$ cat config.mk
export PLATFORM = sky130hd
export DESIGN_NAME = ca_cmd_assembler
export DESIGN_NICKNAME = d
export VERILOG_FILES = /design/src/rtl/ca_cmd_assembler.sv
export SDC_FILE = /design/constraint.sdc
export NUM_CORES = 1
export LEC_CHECK = 0
export CORE_AREA = 8 8 73 75
export DETAILED_ROUTE_END_ITERATION = 10
export DIE_AREA = 0 0 81 83
export GPL_TIMING_DRIVEN = 0
export PLACE_DENSITY = 0.86
export SLEW_MARGIN = 15
export SYNTH_ARGS = -nofsm -noshare
export SYNTH_HDL_FRONTEND = slang
export SYNTH_SLANG_ARGS = --single-unit
export TNS_END_PERCENT = 1
$ cat constraint.sdc
create_clock -name clk -period 2.6 [get_ports clk]
set_input_delay 0.65 -clock clk [delete_from_list [all_inputs] [get_ports clk]]
set_output_delay 0.65 -clock clk [all_outputs]
set_load 0.02 [all_outputs]
$ cat src/rtl/ca_cmd_assembler.sv
// RCD CA front end: captures DCA/DPAR/DCS_n, frames 1-/2-UI commands, checks per-UI parity,
// blocks errored commands and drives ALERT_n; clean UIs leave with a fixed 3-stage latency.
module ca_cmd_assembler #(
  parameter int CA_WIDTH  = 7,
  parameter int NUM_RANKS = 2,
  parameter int ALERT_PW  = 8,
  parameter int BLOCK_CYC = 16
) (
  input  logic                 clk,
  input  logic                 rst,
  input  logic [NUM_RANKS-1:0] dcs_n,
  input  logic [CA_WIDTH-1:0]  dca,
  input  logic                 dpar,
  input  logic                 par_enable,
  input  logic                 err_clr,
  output logic [CA_WIDTH-1:0]  ca_out,
  output logic                 ca_valid_out,
  output logic                 ca_ui1,
  output logic [NUM_RANKS-1:0] rank_enable,
  output logic                 alert_n,
  output logic                 err_sticky,
  output logic [7:0]           err_count
);

  localparam logic [0:0] ST_IDLE     = 1'b0;
  localparam logic [0:0] ST_WAIT_UI1 = 1'b1;

  localparam int AW = $clog2(ALERT_PW + 1);
  localparam int BW = $clog2(BLOCK_CYC + 2);

  logic [0:0]           state_q, state_d;
  logic [CA_WIDTH-1:0]  s1_data_q, s1_data_d;
  logic                 s1_ok_q, s1_ok_d;
  logic                 s1_cs_q, s1_cs_d;
  logic [NUM_RANKS-1:0] s1_rank_q, s1_rank_d;
  logic [CA_WIDTH-1:0]  s2_data_q, s2_data_d;
  logic                 s2_ok_q, s2_ok_d;
  logic [NUM_RANKS-1:0] s2_rank_q, s2_rank_d;
  logic                 s2_pass_q, s2_pass_d;
  logic                 s2_ui1_q, s2_ui1_d;
  logic [CA_WIDTH-1:0]  ca_out_q, ca_out_d;
  logic                 ca_valid_q, ca_valid_d;
  logic                 ca_ui1_q, ca_ui1_d;
  logic [NUM_RANKS-1:0] rank_q, rank_d;
  logic [AW-1:0]        alert_cnt_q, alert_cnt_d;
  logic                 alert_n_q, alert_n_d;
  logic [BW-1:0]        blk_cnt_q, blk_cnt_d;
  logic                 err_sticky_q, err_sticky_d;
  logic [7:0]           err_count_q, err_count_d;

  logic       blocked;
  logic       decide;
  logic       good;
  logic       issue_ui0;
  logic       err;
  logic [7:0] cnt_base;

  always_comb begin
    s1_data_d = dca;
    s1_ok_d   = !par_enable || !(^{dca, dpar});
    s1_cs_d   = |(~dcs_n);
    s1_rank_d = ~dcs_n;

    blocked   = (blk_cnt_q != '0);
    decide    = 1'b0;
    good      = 1'b0;
    issue_ui0 = 1'b0;
    state_d   = state_q;
    s2_data_d = s1_data_q;
    s2_ok_d   = s1_ok_q;
    s2_rank_d = s1_rank_q;
    s2_pass_d = 1'b0;
    s2_ui1_d  = 1'b0;

    // In WAIT_UI1, s1 holds UI1 and s2 holds the already-captured UI0, so both
    // UIs' parity is visible in the same cycle and UI0 is issued straight from s2.
    if (state_q == ST_WAIT_UI1) begin
      decide    = 1'b1;
      good      = s2_ok_q && s1_ok_q;
      issue_ui0 = good;
      s2_pass_d = good;
      s2_ui1_d  = 1'b1;
      s2_rank_d = s2_rank_q;
      state_d   = ST_IDLE;
    end else if (s1_cs_q && !blocked) begin
      if (!s1_data_q[1]) begin
        state_d = ST_WAIT_UI1;
      end else begin
        decide    = 1'b1;
        good      = s1_ok_q;
        s2_pass_d = good;
      end
    end

    err = decide && !good;

    ca_valid_d = 1'b0;
    ca_out_d   = ca_out_q;
    ca_ui1_d   = ca_ui1_q;
    rank_d     = rank_q;
    if (issue_ui0) begin
      ca_valid_d = 1'b1;
      ca_out_d   = s2_data_q;
      ca_ui1_d   = 1'b0;
      rank_d     = s2_rank_q;
    end else if (s2_pass_q) begin
      ca_valid_d = 1'b1;
      ca_out_d   = s2_data_q;
      ca_ui1_d   = s2_ui1_q;
      rank_d     = s2_rank_q;
    end

    // A clear and an error in the same cycle leave the count at one.
    cnt_base     = err_clr ? '0 : err_count_q;
    err_count_d  = cnt_base;
    if (err && (cnt_base != 8'hFF)) err_count_d = cnt_base + 8'd1;
    err_sticky_d = err ? 1'b1 : (err_clr ? 1'b0 : err_sticky_q);

    if (err)                     alert_cnt_d = AW'(ALERT_PW);
    else if (alert_cnt_q != '0)  alert_cnt_d = alert_cnt_q - AW'(1);
    else                         alert_cnt_d = '0;
    alert_n_d = (alert_cnt_d == '0);

    if (err)                     blk_cnt_d = BW'(BLOCK_CYC);
    else if (blocked)            blk_cnt_d = blk_cnt_q - BW'(1);
    else                         blk_cnt_d = '0;
  end

  always_ff @(posedge clk) begin
    if (rst) begin
      state_q      <= ST_IDLE;
      s1_data_q    <= '0;
      s1_ok_q      <= 1'b1;
      s1_cs_q      <= 1'b0;
      s1_rank_q    <= '0;
      s2_data_q    <= '0;
      s2_ok_q      <= 1'b1;
      s2_rank_q    <= '0;
      s2_pass_q    <= 1'b0;
      s2_ui1_q     <= 1'b0;
      ca_out_q     <= '0;
      ca_valid_q   <= 1'b0;
      ca_ui1_q     <= 1'b0;
      rank_q       <= '0;
      alert_cnt_q  <= '0;
      alert_n_q    <= 1'b1;
      blk_cnt_q    <= '0;
      err_sticky_q <= 1'b0;
      err_count_q  <= '0;
    end else begin
      state_q      <= state_d;
      s1_data_q    <= s1_data_d;
      s1_ok_q      <= s1_ok_d;
      s1_cs_q      <= s1_cs_d;
      s1_rank_q    <= s1_rank_d;
      s2_data_q    <= s2_data_d;
      s2_ok_q      <= s2_ok_d;
      s2_rank_q    <= s2_rank_d;
      s2_pass_q    <= s2_pass_d;
      s2_ui1_q     <= s2_ui1_d;
      ca_out_q     <= ca_out_d;
      ca_valid_q   <= ca_valid_d;
      ca_ui1_q     <= ca_ui1_d;
      rank_q       <= rank_d;
      alert_cnt_q  <= alert_cnt_d;
      alert_n_q    <= alert_n_d;
      blk_cnt_q    <= blk_cnt_d;
      err_sticky_q <= err_sticky_d;
      err_count_q  <= err_count_d;
    end
  end

  assign ca_out       = ca_out_q;
  assign ca_valid_out = ca_valid_q;
  assign ca_ui1       = ca_ui1_q;
  assign rank_enable  = rank_q;
  assign alert_n      = alert_n_q;
  assign err_sticky   = err_sticky_q;
  assign err_count    = err_count_q;

endmodule

# == After elaboration in Yosys (flattened, before gate mapping) ==
# Index checks and enable logic that the tools add are counted.
# totals
register_bits,54
out_inout_bits,21
wordCells,69
# op_classes
n_addsub,3
reduce_logical,19
n_eq_ne,1
n_mux,23
bitwise,3
# op_table
op,count
two-way mux 8 bit,2
two-way mux 7 bit,2
two-way mux 1 bit,13
two-way mux 5 bit,2
"adder 8 x 1 -> 8 bit, second input constant",1
two-way mux 4 bit,2
"!= test 8 bit, second input constant",1
parity 8 bit,1
OR reduction 3 bit,2
nonzero test 5 bit,1
"subtractor 5 x 1 -> 5 bit, second input constant",1
logical AND 1 bit,4
zero test 1 bit,4
zero test 4 bit,1
two-way mux 2 bit,2
nonzero test 2 bit,2
nonzero test 4 bit,1
OR reduction 2 bit,2
"subtractor 4 x 1 -> 4 bit, second input constant",1
NOT 1 bit,2
NOT 2 bit,1
logical OR 1 bit,1

# == Logic depth before layout (Yosys ltp) ==
# Gate-level depths: netlist (run 1).
# depth
word_depth,9
ltp_mapped,7
mapped_depth_nobuf,6

# == Worst setup path before layout (run 1) ==
# No wires, ideal clock.
# synth_path
path_type,in2reg
from,in err_clr
to,reg err_count_q[4] (netlist: err_count[4])
n_path_buf,1
arrival_ns,2.125
cell_stages,7
path_slack_ns,0.405
path_cell_list,and2b_1 -> ha_1 -> and4b_2 -> and2_1 -> buf_2 -> or4_1 -> a21boi_1
# synth_between
elab_chain_cells,4
elab_cells_between_ends,5
classes_between,1 x add/sub; 1 x eq/ne; 2 x mux; 1 x reduce/logical
# synth_lines
item,line,text
start: declaration,15,"input logic err_clr,"
two-way mux 8 bit *,114,cnt_base = err_clr ? '0 : err_count_q;
branches (longest 2 deep; another with adder 8 x 1 -> 8 bit),--,
two-way mux 8 bit *,116,if (err && (cnt_base != 8'hFF)) err_count_d = cnt_base + 8'd1;
end signal: assignment,169,err_count_q <= err_count_d;
end: declaration,49,"logic [7:0] err_count_q, err_count_d;"
# Every way passes the cells marked *.
# A chain may end at the register's enable or synchronous reset.

# == Worst setup path after layout (run 1) ==
# Ends and elaborated chain as after synthesis.

==> summary.txt, run 1 <==
Global route
  • Overall track demand over capacity in global routing: between 10% and 20%
  • Number of antenna violations at the first check in global routing: 0
  • First-pass GRT wire length: 7560 um
  • Number of global-route vias before repair: 1697
  • Final global-route overflow total: 0
  • Largest net degree at the start of global routing: 18

Worst setup path
  • Series of cell instances along the critical path: dlygate4sd2_1, and2b_1, ha_1, and4b_2, and2_1, buf_2, or4_1, a21boi_1
  • Crit Path Class: input pin to register
  • Worst setup path endpoint: err_count[4]
  • Delay of the slowest cell on the worst path: 0.50 ns
  • Worst path slowest cell: sky130_fd_sc_hd__or4_1
  • Depth of the worst register-to-register path: 7
  • CP Depth: 8
  • Crit path max fanout: 8
  • Reg-to-reg setup timing slack: 0.52 ns
  • Reg-to-reg endpoint: err_count[4]
  • Top Family by Delay on Critical Path: simple AND/OR/NAND/NOR gates
  • Startpoint of the worst setup timing path: err_clr
  • Kind of start point of the critical path: input pin
  • Critical Path Sink Type: register
  • CP bufs+invs: 2
  • Crit path required time: about 2.8 ns
  • Arrival time at the worst endpoint: 2.72 ns
  • Launch instance of the worst register-to-register path: err_count[0]

STA
  • Final Hold Violating Endpoints: 0
  • Min Tclk post-route: 2.48 ns
  • Share of the cycle needed by the critical path after routing: 95.5%
  • Setup Total Neg Slack: 0 ns
  • RSZ-0062 raised after global routing: false
  • Slew Limit Fails: 0
  • Slew margin rel.: 43.7%
  • Top achievable clock speed: 403 MHz
  • Worst Clk Skew: 0.00708 ns
  • Setup-failing EPs final: 0
  • Setup ws final: 0.116 ns
  • Slew at the pin with the worst max-slew slack: 0.840 ns

Floorplanning
  • Core Region: about 4200 um2
  • I/O pin count: 35
  • Die Y: 83 um
  • Die Area: 6720 um2
  • Initial standard-cell utilization of the core: around 50%
  • Number of rows created at floorplan: 24
  • Die width: 81 um

Place
  • Count of placed standard cells including taps: 305
  • Port buffer count: 33
  • Dpl cell area: 2490 um2
  • Gpl congestion: about 0.85
  • DP Wirelength: 3220 um
  • Worst setup slack before clock tree synthesis: -0.381 ns

Clocking
  • Number of clock sinks: 54
  • CTS tree: done
  • TritonCTS buffer count: 5
  • Root Buffer Master: sky130_fd_sc_hd__clkbuf_8
  • Clock latency at the later pin of the worst-skew pair: 0.31 ns
  • Clock slew at the register clock pins of the worst setup and hold paths: 0.09 ns
  • CTS max path bufs: 2
  • H-tree depth reported by CTS: 2

Cells and area
  • Fraction of layout cells with a size suffix above 1: 6.90%
  • Filler Cell Count: 348
  • Antenna cell count: 0
  • Final nets: 278
  • Post-route cell area: 2590 um2
  • Layout Cells excl Fill: roughly 310
  • Area delta synth->final: 23.5%

Logic synthesis
  • Cells after synthesis: 220
  • Yosys synthesis warning count: 0
  • Distinct cell type count after synthesis: 44
  • Yosys top cell area share: between 50 and 60%
  • Mean Syn Cell Area: 9.53 um2
  • Flop and latch count out of synthesis: 54
  • Portion of the post-synthesis area used by sequential elements: slightly above 50%
  • Cell area after synthesis: roughly 2100 um2
  • Post-synthesis net count: approximately 240
  • Area contributors post-synth: sky130_fd_sc_hd__dfxtp_1 52%, sky130_fd_sc_hd__nand2_1 5.0%, sky130_fd_sc_hd__a21oi_1 4.8%, sky130_fd_sc_hd__nor2b_1 4.5%, sky130_fd_sc_hd__xnor2_1 3.3%
  • Cell taking the most area after synthesis: sky130_fd_sc_hd__dfxtp_1

Routing
  • Detail-routed via count per cell: 5.35
  • DRC violation total after the first TritonRoute iteration: 120
  • Wirelength per Cell: between 10 and 15 um
  • DRC viols: 0
  • Vias after detailed routing: between 1500 and 2000
  • Post-route antenna net violation count: 0
  • Number of detailed-routing iterations run before antenna repair: 4
  • DRT Wirelength: between 4000 and 5000 um

Hold path
  • Type of the worst min-delay path: register to register

Power and ir drop
  • Peak VDD IR: 0.433 mV
  • Static power due to leakage: 0.997 nW
  • Pwr per Cell Area: between 700 and 800 nW/um2

Status
  • Outcome: complete, no violations

Job
  • Number of violations of the max-capacitance limit: 0
[what timing repair did]
action                     4_1_cts  5_1_grt
hold buffers                     0        0
resized for setup                1        0
buffers inserted                 0        0
setup endpoints to repair        2        0
[cell usage in the layout, fill, tap and decap left out, types with 5 or more instances in the layout]
cell type | netlist | routed
sky130_fd_sc_hd__clkdlybuf4s50_1 | 0 | 32
sky130_fd_sc_hd__a21oi_1 | 20 | 20
sky130_fd_sc_hd__inv_1 | 8 | 8
sky130_fd_sc_hd__nor2_1 | 13 | 13
sky130_fd_sc_hd__dfxtp_1 | 54 | 54
sky130_fd_sc_hd__clkbuf_8 | 0 | 6
sky130_fd_sc_hd__nand2_1 | 28 | 28
sky130_fd_sc_hd__nor2b_1 | 15 | 15
sky130_fd_sc_hd__xnor2_1 | 8 | 8
sky130_fd_sc_hd__nand3_1 | 5 | 5
[routing by layer]
layer / up-vias / global-route usage [%] / part of all wire (%)
li1: 833 / - / -
met1: 791 / 15.3 / 42
met2: 42 / 23.4 / 51
met3: 10 / 3.66 / 3.6
met4: 0 / 6.67 / 2.7
met5: - / 0 / 0
[cells in the mapped netlist, drive strengths merged]
cell type and instances:
mux2 1, buf 6, and2 1, nand2b 1, nor4 3, dfxtp 54
and4b 2, o311ai 1, o21a 1, nor2b 15, a2111o 1, inv 8
a21oi 20, clkbuf 4, xnor2 8, or4 1, nor3 4, and3b 1
a41o 2, or3 4, and2b 3, ha 4, nor4b 1, a31o 1
a21boi 2, xor2 2, nand4 1, nand2 28, a31oi 3, a41oi 1
a311oi 1, and3 4, nand3 5, a2111oi 1, nand4b 1, mux2i 4
and4 2, o21ai 4, nor2 13, o31ai 1
[stage by stage]
stage                     hold WS [ns]  utilization (%)  power [mW]
after CTS                        0.443             61.6        1.99
after floorplan                  0.414                -        1.37
after detailed placement         0.420             59.3        1.51
final                            0.443             61.6        1.98
after global placement           0.416             59.3        1.48
after global routing             0.466             61.6        2.10
[cells by family (layout without fill, tap and decap cells)]
group                      Yosys count  count (layout)  synth area share (%)
AOI/OAI and AO/OA                   39              39                  12.3
adders and majority gates            4               4                  2.39
DFF                                 54              54                  51.6
muxes                                5               5                  2.45
and+or+nand+nor                     90              90                  23.4
xor gates and xnor gates            10              10                  4.18
buffers and inverters               18              59                  3.76
[area by class of cell]
type	instances	area (um2)	area share, %
flip-flops and latches	54	1080	41.7
clock buffers	6	82.6	3.19
plain buffers	10	48.8	1.88
well taps	52	65.1	2.51
clock inverters	2	16.3	0.628
inverters	8	30.0	1.16
multi-input cells	148	937	36.2
repair buffers	33	329	12.7
[sequential cells by signal, summed over array words and instances, names as in the netlist, 2 cells and up]
register,flops
blk_cnt_q,5
s2_data_q,7
ca_out,7
s1_data_q,7
err_count,8
alert_cnt_q,4
s2_rank_q,2
rank_enable,2
s1_rank_q,2
[where the power goes]
part / leakage, nW / internal (mW) / total, mW / switching (mW)
clock: 0.0478 / 0.220 / 0.494 / 0.275
sequential: 0.442 / 0.917 / 0.981 / 0.0638
combinational: 0.507 / 0.238 / 0.502 / 0.264
total: 0.997 / 1.37 / 1.98 / 0.602
[worst min path at each step]
stage	end	cells after the start	slack [ns]	startpoint
after floorplan	s2_data_q[0]	1	0.41	s1_data_q[0]
final	blk_cnt_q[0]	1	0.44	blk_cnt_q[0]
after global placement	s2_data_q[2]	1	0.42	s1_data_q[2]
after global routing	s2_data_q[4]	1	0.47	s1_data_q[4]
after CTS	s2_data_q[6]	1	0.44	s1_data_q[6]
after detailed placement	s2_data_q[6]	1	0.42	s1_data_q[6]
No activity file was read; power rests on OpenSTA's default activity.
==> inputs of run 2 (changes only) <==
ABC_CLOCK_PERIOD_IN_PS = 2600   (was not set)
GPL_TIMING_DRIVEN = not set   (was 0)
==> run 2 against run 1 <==
Effect of this change:
- global-route usage shrank 0.92 points
- design area increased by 0.58%
- first-iteration DRC count is 20% lower
- largest cell class unchanged
- die area unchanged
- clock power decreased by 2%
- sequential power rose by 0.5%
- fmax increased by 7.6%
- critical endpoint is now err_count[5]
- hold slack better by 0.00096 ns
- power is 0.52% lower
- register-to-register slack lost 0.02 ns
==> summary.txt, run 2 (synthesized netlist as in run 1, its figures left out) <==
Status
  • Outcome: complete, no violations

Floorplanning
  • Initial standard-cell utilization of the core: 49.9% (unchanged)
  • Die Y: 83 um (unchanged)
  • Die width: 81 um (unchanged)
  • Number of rows created at floorplan: 24 (unchanged)
  • Core Region: 4200 um2 (unchanged)
  • I/O pin count: 35 (unchanged)
  • Die Area: 6720 um2 (unchanged)

Global route
  • First-pass GRT wire length: 7060 um (-6.6%)
  • Overall track demand over capacity in global routing: 12.9% (-0.92 points)
  • Met3 capacity usage during global routing: 2.91% (-0.75 points)
  • Met1 Track Usage GR: 14.9% (-0.41 points)
  • Number of global-route vias before repair: 1573 (-7.3%)
  • Number of antenna violations at the first check in global routing: 0 (unchanged)
  • Layer carrying the most global-route usage: met2
  • Met2 layer usage reported by global route: 21.2% (-2.2 points)
  • Final global-route overflow total: 0 (unchanged)
  • Largest net degree at the start of global routing: 33 (+15)

Routing
  • Number of detailed-routing iterations run before antenna repair: 4 (unchanged)
  • Vias after detailed routing: 1642 (-2.0%)
  • Detail-routed via count per cell: 5.28 (-1.4%)
  • Wirelength per Cell: 13.2 um (-5.0%)
  • DRT Wirelength: 4100 um (-5.6%)
  • DRC violation total after the first TritonRoute iteration: 96 (-20%)
  • DRC viols: 0 (unchanged)
  • Post-route antenna net violation count: 0 (unchanged)

Worst setup path
  • CP bufs+invs: 2 (unchanged)
  • CP Depth: 8 (unchanged)
  • Crit Path Class: input pin to register
  • Reg-to-reg endpoint: err_count[4]
  • Top Family by Delay on Critical Path: buffers and inverters
  • Kind of start point of the critical path: input pin
  • Reg-to-reg setup timing slack: 0.50 ns (-0.02 ns)
  • Depth of the worst register-to-register path: 6 (-1)
  • Arrival time at the worst endpoint: 2.49 ns (-0.23 ns)
  • Startpoint of the worst setup timing path: err_clr
  • Worst path slowest cell: sky130_fd_sc_hd__clkdlybuf4s50_1
  • Critical Path Sink Type: register
  • Worst setup path endpoint: err_count[5]
  • Launch instance of the worst register-to-register path: blk_cnt_q[0]
  • Delay of the slowest cell on the worst path: 0.49 ns (about the same)
  • Crit path max fanout: 4 (-4)
  • Crit path required time: 2.78 ns (-0.06 ns)
  • Series of cell instances along the critical path: clkdlybuf4s50_1, and2b_1, ha_1, and4b_2, and2_1, buf_4, o311ai_0, a21oi_1

STA
  • Worst Clk Skew: 0.00553 ns (-0.00154 ns)
  • Slew at the pin with the worst max-slew slack: 0.837 ns (-0.00343 ns)
  • Slew margin rel.: 43.9% (+0.23 points)
  • Min Tclk post-route: 2.31 ns (-0.176 ns)
  • Top achievable clock speed: 433 MHz (+7.6%)
  • Setup-failing EPs final: 0 (unchanged)
  • Final Hold Violating Endpoints: 0 (unchanged)
  • RSZ-0062 raised after global routing: false
  • Setup ws final: 0.292 ns (+0.176 ns)
  • Slew Limit Fails: 0 (unchanged)
  • Share of the cycle needed by the critical path after routing: 88.8% (-6.8 points)
  • Setup Total Neg Slack: 0 ns (unchanged)

Clocking
  • Number of clock sinks: 54 (unchanged)
  • H-tree depth reported by CTS: 2 (unchanged)
  • Cts hold-fix bufs: 0 (unchanged)
  • Post-CTS sizing: 0 (-1)
  • TritonCTS buffer count: 5 (unchanged)
  • CTS tree: done
  • CTS max path bufs: 2 (unchanged)
  • Number of setup buffers added after CTS: 0 (unchanged)
  • Clock slew at the register clock pins of the worst setup and hold paths: 0.09 ns (about the same)
  • Clock latency at the later pin of the worst-skew pair: 0.30 ns (about the same)
  • Root Buffer Master: sky130_fd_sc_hd__clkbuf_8

Cells and area
  • Number of flip-flops in the largest register: 8 (unchanged)
  • End-of-flow core utilization: 62.0% (+0.36 points)
  • Most common library cell in the layout ignoring fill and taps: sky130_fd_sc_hd__dfxtp_1
  • Fraction of layout cells with a size suffix above 1: 8.11% (+1.2 points)
  • Filler Cell Count: 356 (+2.3%)
  • Antenna cell count: 0 (unchanged)
  • Top library cells by usage in the layout, fill and taps aside: 54 x sky130_fd_sc_hd__dfxtp_1, 34 x sky130_fd_sc_hd__clkdlybuf4s50_1, 28 x sky130_fd_sc_hd__nand2_1
  • Area delta synth->final: 24.2%
  • Register Area: 1080 um2 (unchanged)
  • Total area of multi-input combinational cells: 937 um2 (unchanged)
  • Final nets: 276 (-0.72%)

Power and ir drop
  • Static power due to leakage: 1.01 nW (+0.93%)
  • Pwr per Cell Area: 755 nW/um2 (-1.1%)
  • Peak VDD IR: 0.473 mV (+9.2%)

Hold path
  • Type of the worst min-delay path: register to register

Place
  • DP Wirelength: 2970 um (-7.6%)
  • Gpl congestion: 0.801 (-5.6%)
  • Worst setup slack before clock tree synthesis: -0.0249 ns (+0.357 ns)
  • Port buffer count: 34 (+3.0%)

Job
  • Number of violations of the max-capacitance limit: 0 (unchanged)
==> run 2: where the power goes <==
part / switching (mW) / leakage, nW / internal, mW
Sequential: 0.0691 / 0.442 / 0.917
Combinational: 0.258 / 0.516 / 0.237
Clock: 0.266 / 0.0478 / 0.219
==> run 2: per-layer routing <==
metal / routed length (um) / part of all wire [%]
met5: 0 / 0
met4: 99 / 2.4
met3: 179 / 4.4
met2: 2090 / 51
met1: 1730 / 42
==> run 2: metrics by stage <==
stage	std cells	cell area [um2]	power, mW	hold WS, ns
floorplan	220	2100	1.37	0.414
global placement	303	2510	1.47	0.417
detailed placement	303	2510	1.50	0.422
CTS	311	2610	1.98	0.443
global route	311	2610	2.09	0.458
finish	311	2610	1.97	0.444
==> run 2: worst min path at each step <==
stage | from | to | slack [ns] | cells after the start
after CTS | s1_data_q[0] | s2_data_q[0] | 0.44 | 1
after detailed placement | s1_data_q[0] | s2_data_q[0] | 0.42 | 1
after floorplan | s1_data_q[0] | s2_data_q[0] | 0.41 | 1
after global routing | s2_data_q[0] | ca_out[0] | 0.46 | 2
final | s1_data_q[5] | s2_data_q[5] | 0.44 | 1
after global placement | s1_data_q[2] | s2_data_q[2] | 0.42 | 1
==> run 2: area by class of cell <==
cell class                 count  area share (%)
clock buffer                   6            3.17
sequential                    54            41.5
timing repair buffer          41            15.1
multi-input combinational    148            36.0
clock inverter                 2           0.624
tap                           52            2.50
inverter                       8            1.15
==> inputs of run 3 (changes only) <==
RECOVER_POWER = 100   (was not set)
==> run 3 against run 2 <==
Effect of this change:
- via count decreased by 0.12%
- setup slack got worse by 0.089 ns
- critical endpoint is now err_count[4]
- core utilization shrank 0.51 points
- largest cell class unchanged
- global-route usage did not move
- highest routed layer unchanged
- wire length decreased by 0.83%
- flip-flop and latch count is the same
- non-clock buffer count unchanged
- clock-buffer cell count is the same
- sequential power barely moved
==> summary.txt, run 3 (synthesized netlist as in run 1, its figures left out) <==
Power and ir drop
  • Net switching fraction of the power: 30.3% (+0.13 points)
  • Peak VDD IR: 0.472 mV (-0.18%)
  • Pwr per Cell Area: 759 nW/um2 (+0.50%)
  • Static power due to leakage: 1.07 nW (+6.1%)
  • Total chip power: 1.96 mW (-0.32%)
  • Internal power: 1.37 mW (-0.51%)
  • Proportion of power drawn by flip-flops and latches: 50.3% (+0.2 points)
  • Share of power burned in combinational logic: 24.9% (-0.3 points)
  • Clk network pwr share: 24.8% (about the same)
  • Reported net switching power: 0.593 mW (+0.10%)

Clocking
  • Post-CTS sizing: 0 (unchanged)
  • H-tree depth reported by CTS: 2 (unchanged)
  • Number of setup buffers added after CTS: 0 (unchanged)
  • TritonCTS buffer count: 5 (unchanged)
  • Root Buffer Master: sky130_fd_sc_hd__clkbuf_8
  • Clock slew at the register clock pins of the worst setup and hold paths: 0.09 ns (about the same)
  • CTS max path bufs: 2 (unchanged)
  • Number of clock sinks: 54 (unchanged)
  • Cts hold-fix bufs: 0 (unchanged)
  • CTS tree: done
  • Clock latency at the later pin of the worst-skew pair: 0.30 ns (about the same)

Status
  • Outcome: complete, no violations

Worst setup path
  • Crit path max fanout: 4 (unchanged)
  • Top Family by Delay on Critical Path: simple AND/OR/NAND/NOR gates
  • Crit Path Class: input pin to register
  • Launch instance of the worst register-to-register path: blk_cnt_q[0]
  • Depth of the worst register-to-register path: 6 (unchanged)
  • Critical Path Sink Type: register
  • Delay of the slowest cell on the worst path: 0.56 ns (+0.07 ns)
  • CP bufs+invs: 1 (-1)
  • Arrival time at the worst endpoint: 2.63 ns (+0.14 ns)
  • Series of cell instances along the critical path: dlygate4sd3_1, and2b_1, ha_1, and4b_2, and2_1, or4_1, a21boi_0
  • Reg-to-reg endpoint: err_count[4]
  • Worst path slowest cell: sky130_fd_sc_hd__dlygate4sd3_1
  • Reg-to-reg setup timing slack: 0.33 ns (-0.17 ns)
  • Crit path required time: 2.83 ns (+0.05 ns)
  • Kind of start point of the critical path: input pin

Global route
  • Final global-route overflow total: 0 (unchanged)
  • First-pass GRT wire length: 7060 um (unchanged)
  • Number of global-route vias before repair: 1573 (unchanged)
  • Overall track demand over capacity in global routing: 12.9% (unchanged)
  • Largest net degree at the start of global routing: 33 (unchanged)
  • Number of antenna violations at the first check in global routing: 0 (unchanged)

STA
  • RSZ-0062 raised after global routing: false
  • Setup-failing EPs final: 0 (unchanged)
  • Share of the cycle needed by the critical path after routing: 92.2% (+3.4 points)
  • Hold Slack: 0.443 ns (-0.00112 ns)
  • Slew at the pin with the worst max-slew slack: 1.26 ns (+0.425 ns)
  • Final Hold Violating Endpoints: 0 (unchanged)
  • Worst Clk Skew: 0.00629 ns (+0.000758 ns)
  • Top achievable clock speed: 417 MHz (-3.7%)
  • Slew margin rel.: 15.9% (-28 points)
  • Slew Limit Fails: 0 (unchanged)
  • Min Tclk post-route: 2.40 ns (+0.0893 ns)

Hold path
  • Type of the worst min-delay path: register to register
  • Hold Crit Depth: 1 (unchanged)
  • Beginning of the worst hold path: s1_data_q[0]
  • Endpoint of the worst hold-timing path: s2_data_q[0]

Routing
  • Detail-routed via count per cell: 5.27 (-0.12%)
  • DRT Wirelength: 4070 um (-0.83%)
  • Vias after detailed routing: 1640 (-0.12%)
  • Number of detailed-routing iterations run before antenna repair: 4 (unchanged)
  • DRC viols: 0 (unchanged)
  • Wirelength per Cell: 13.1 um (-0.83%)
  • Post-route antenna net violation count: 0 (unchanged)
  • DRC violation total after the first TritonRoute iteration: 81 (-16%)

Floorplanning
  • I/O pin count: 35 (unchanged)
  • Die Y: 83 um (unchanged)
  • Core Region: 4200 um2 (unchanged)
  • Die width: 81 um (unchanged)
  • Die Area: 6720 um2 (unchanged)
  • Number of rows created at floorplan: 24 (unchanged)
  • Initial standard-cell utilization of the core: 49.9% (unchanged)

Cells and area
  • Number of flip-flops in the largest register: 8 (unchanged)
  • Fraction of layout cells with a size suffix above 1: 6.56% (-1.5 points)
  • Final nets: 276 (unchanged)
  • Top library cells by usage in the layout, fill and taps aside: 54 x sky130_fd_sc_hd__dfxtp_1, 28 x sky130_fd_sc_hd__nand2_1, 24 x sky130_fd_sc_hd__dlygate4sd3_1
  • Layout Cells excl Fill: 311 (unchanged)
  • Area delta synth->final: 23.2%
  • Antenna cell count: 0 (unchanged)
  • Filler Cell Count: 363 (+2.0%)
  • Most common library cell in the layout ignoring fill and taps: sky130_fd_sc_hd__dfxtp_1

Place
  • DP Wirelength: 2970 um (unchanged)
  • Port buffer count: 34 (unchanged)
  • Count of placed standard cells including taps: 303 (unchanged)
  • Gpl congestion: 0.801 (unchanged)

Job
  • Number of violations of the max-capacitance limit: 0 (unchanged)
[run 3: cell count changes in the layout (fill, tap and decap cells not counted), moves of 2 or more]
cell,delta
sky130_fd_sc_hd__buf_4,-3
sky130_fd_sc_hd__clkbuf_1,+2
sky130_fd_sc_hd__clkdlybuf4s50_1,-24
sky130_fd_sc_hd__dlygate4sd3_1,+24
[run 3: worst max path at each step]
stage	startpoint	slack, ns	cells past startpoint	to
after floorplan	err_clr	0.41	7	err_count[4]
after global routing	err_clr	0.12	8	err_count[5]
final	err_clr	0.20	7	err_count[4]
after detailed placement	err_clr	-0.02	8	err_count[5]
after global placement	err_clr	0.03	7	err_count[4]
after CTS	err_clr	0.29	8	err_count[5]
[run 3: per-stage QoR]
step | setup TNS (ns) | util, % | worst slack (ns) | area [um2]
finish | 0 | 61.5 | 0.203 | 2580
global route | 0 | 61.5 | 0.125 | 2580
CTS | 0 | 62.0 | 0.287 | 2610
global placement | 0 | 59.6 | 0.0284 | 2510
detailed placement | -0.0682 | 59.6 | -0.0249 | 2510
floorplan | 0 | - | 0.405 | 2100
[run 3: final cells by class]
class,instances,area [um2],area share [%]
clock buffers,6,82.6,3.20
multi-input cells,148,923,35.7
flip-flops and latches,54,1080,41.8
clock inverters,2,16.3,0.630
inverters,8,30.0,1.16
well taps,52,65.1,2.52
repair buffers,41,385,14.9
[run 3: per-layer routing]
layer	track usage (%)	routed length [um]
met1	14.9	1740
met2	21.2	2060
met3	2.91	164
met4	6.83	99
met5	0	0
[run 3: power groups by stage]
stage	registers (mW)	clock network, mW	logic, mW
finish	0.985	0.487	0.488
global route	1.00	0.533	0.544
detailed placement	1.00	0	0.498
floorplan	1.01	0	0.362
global placement	1.00	0	0.474
CTS	0.987	0.491	0.504
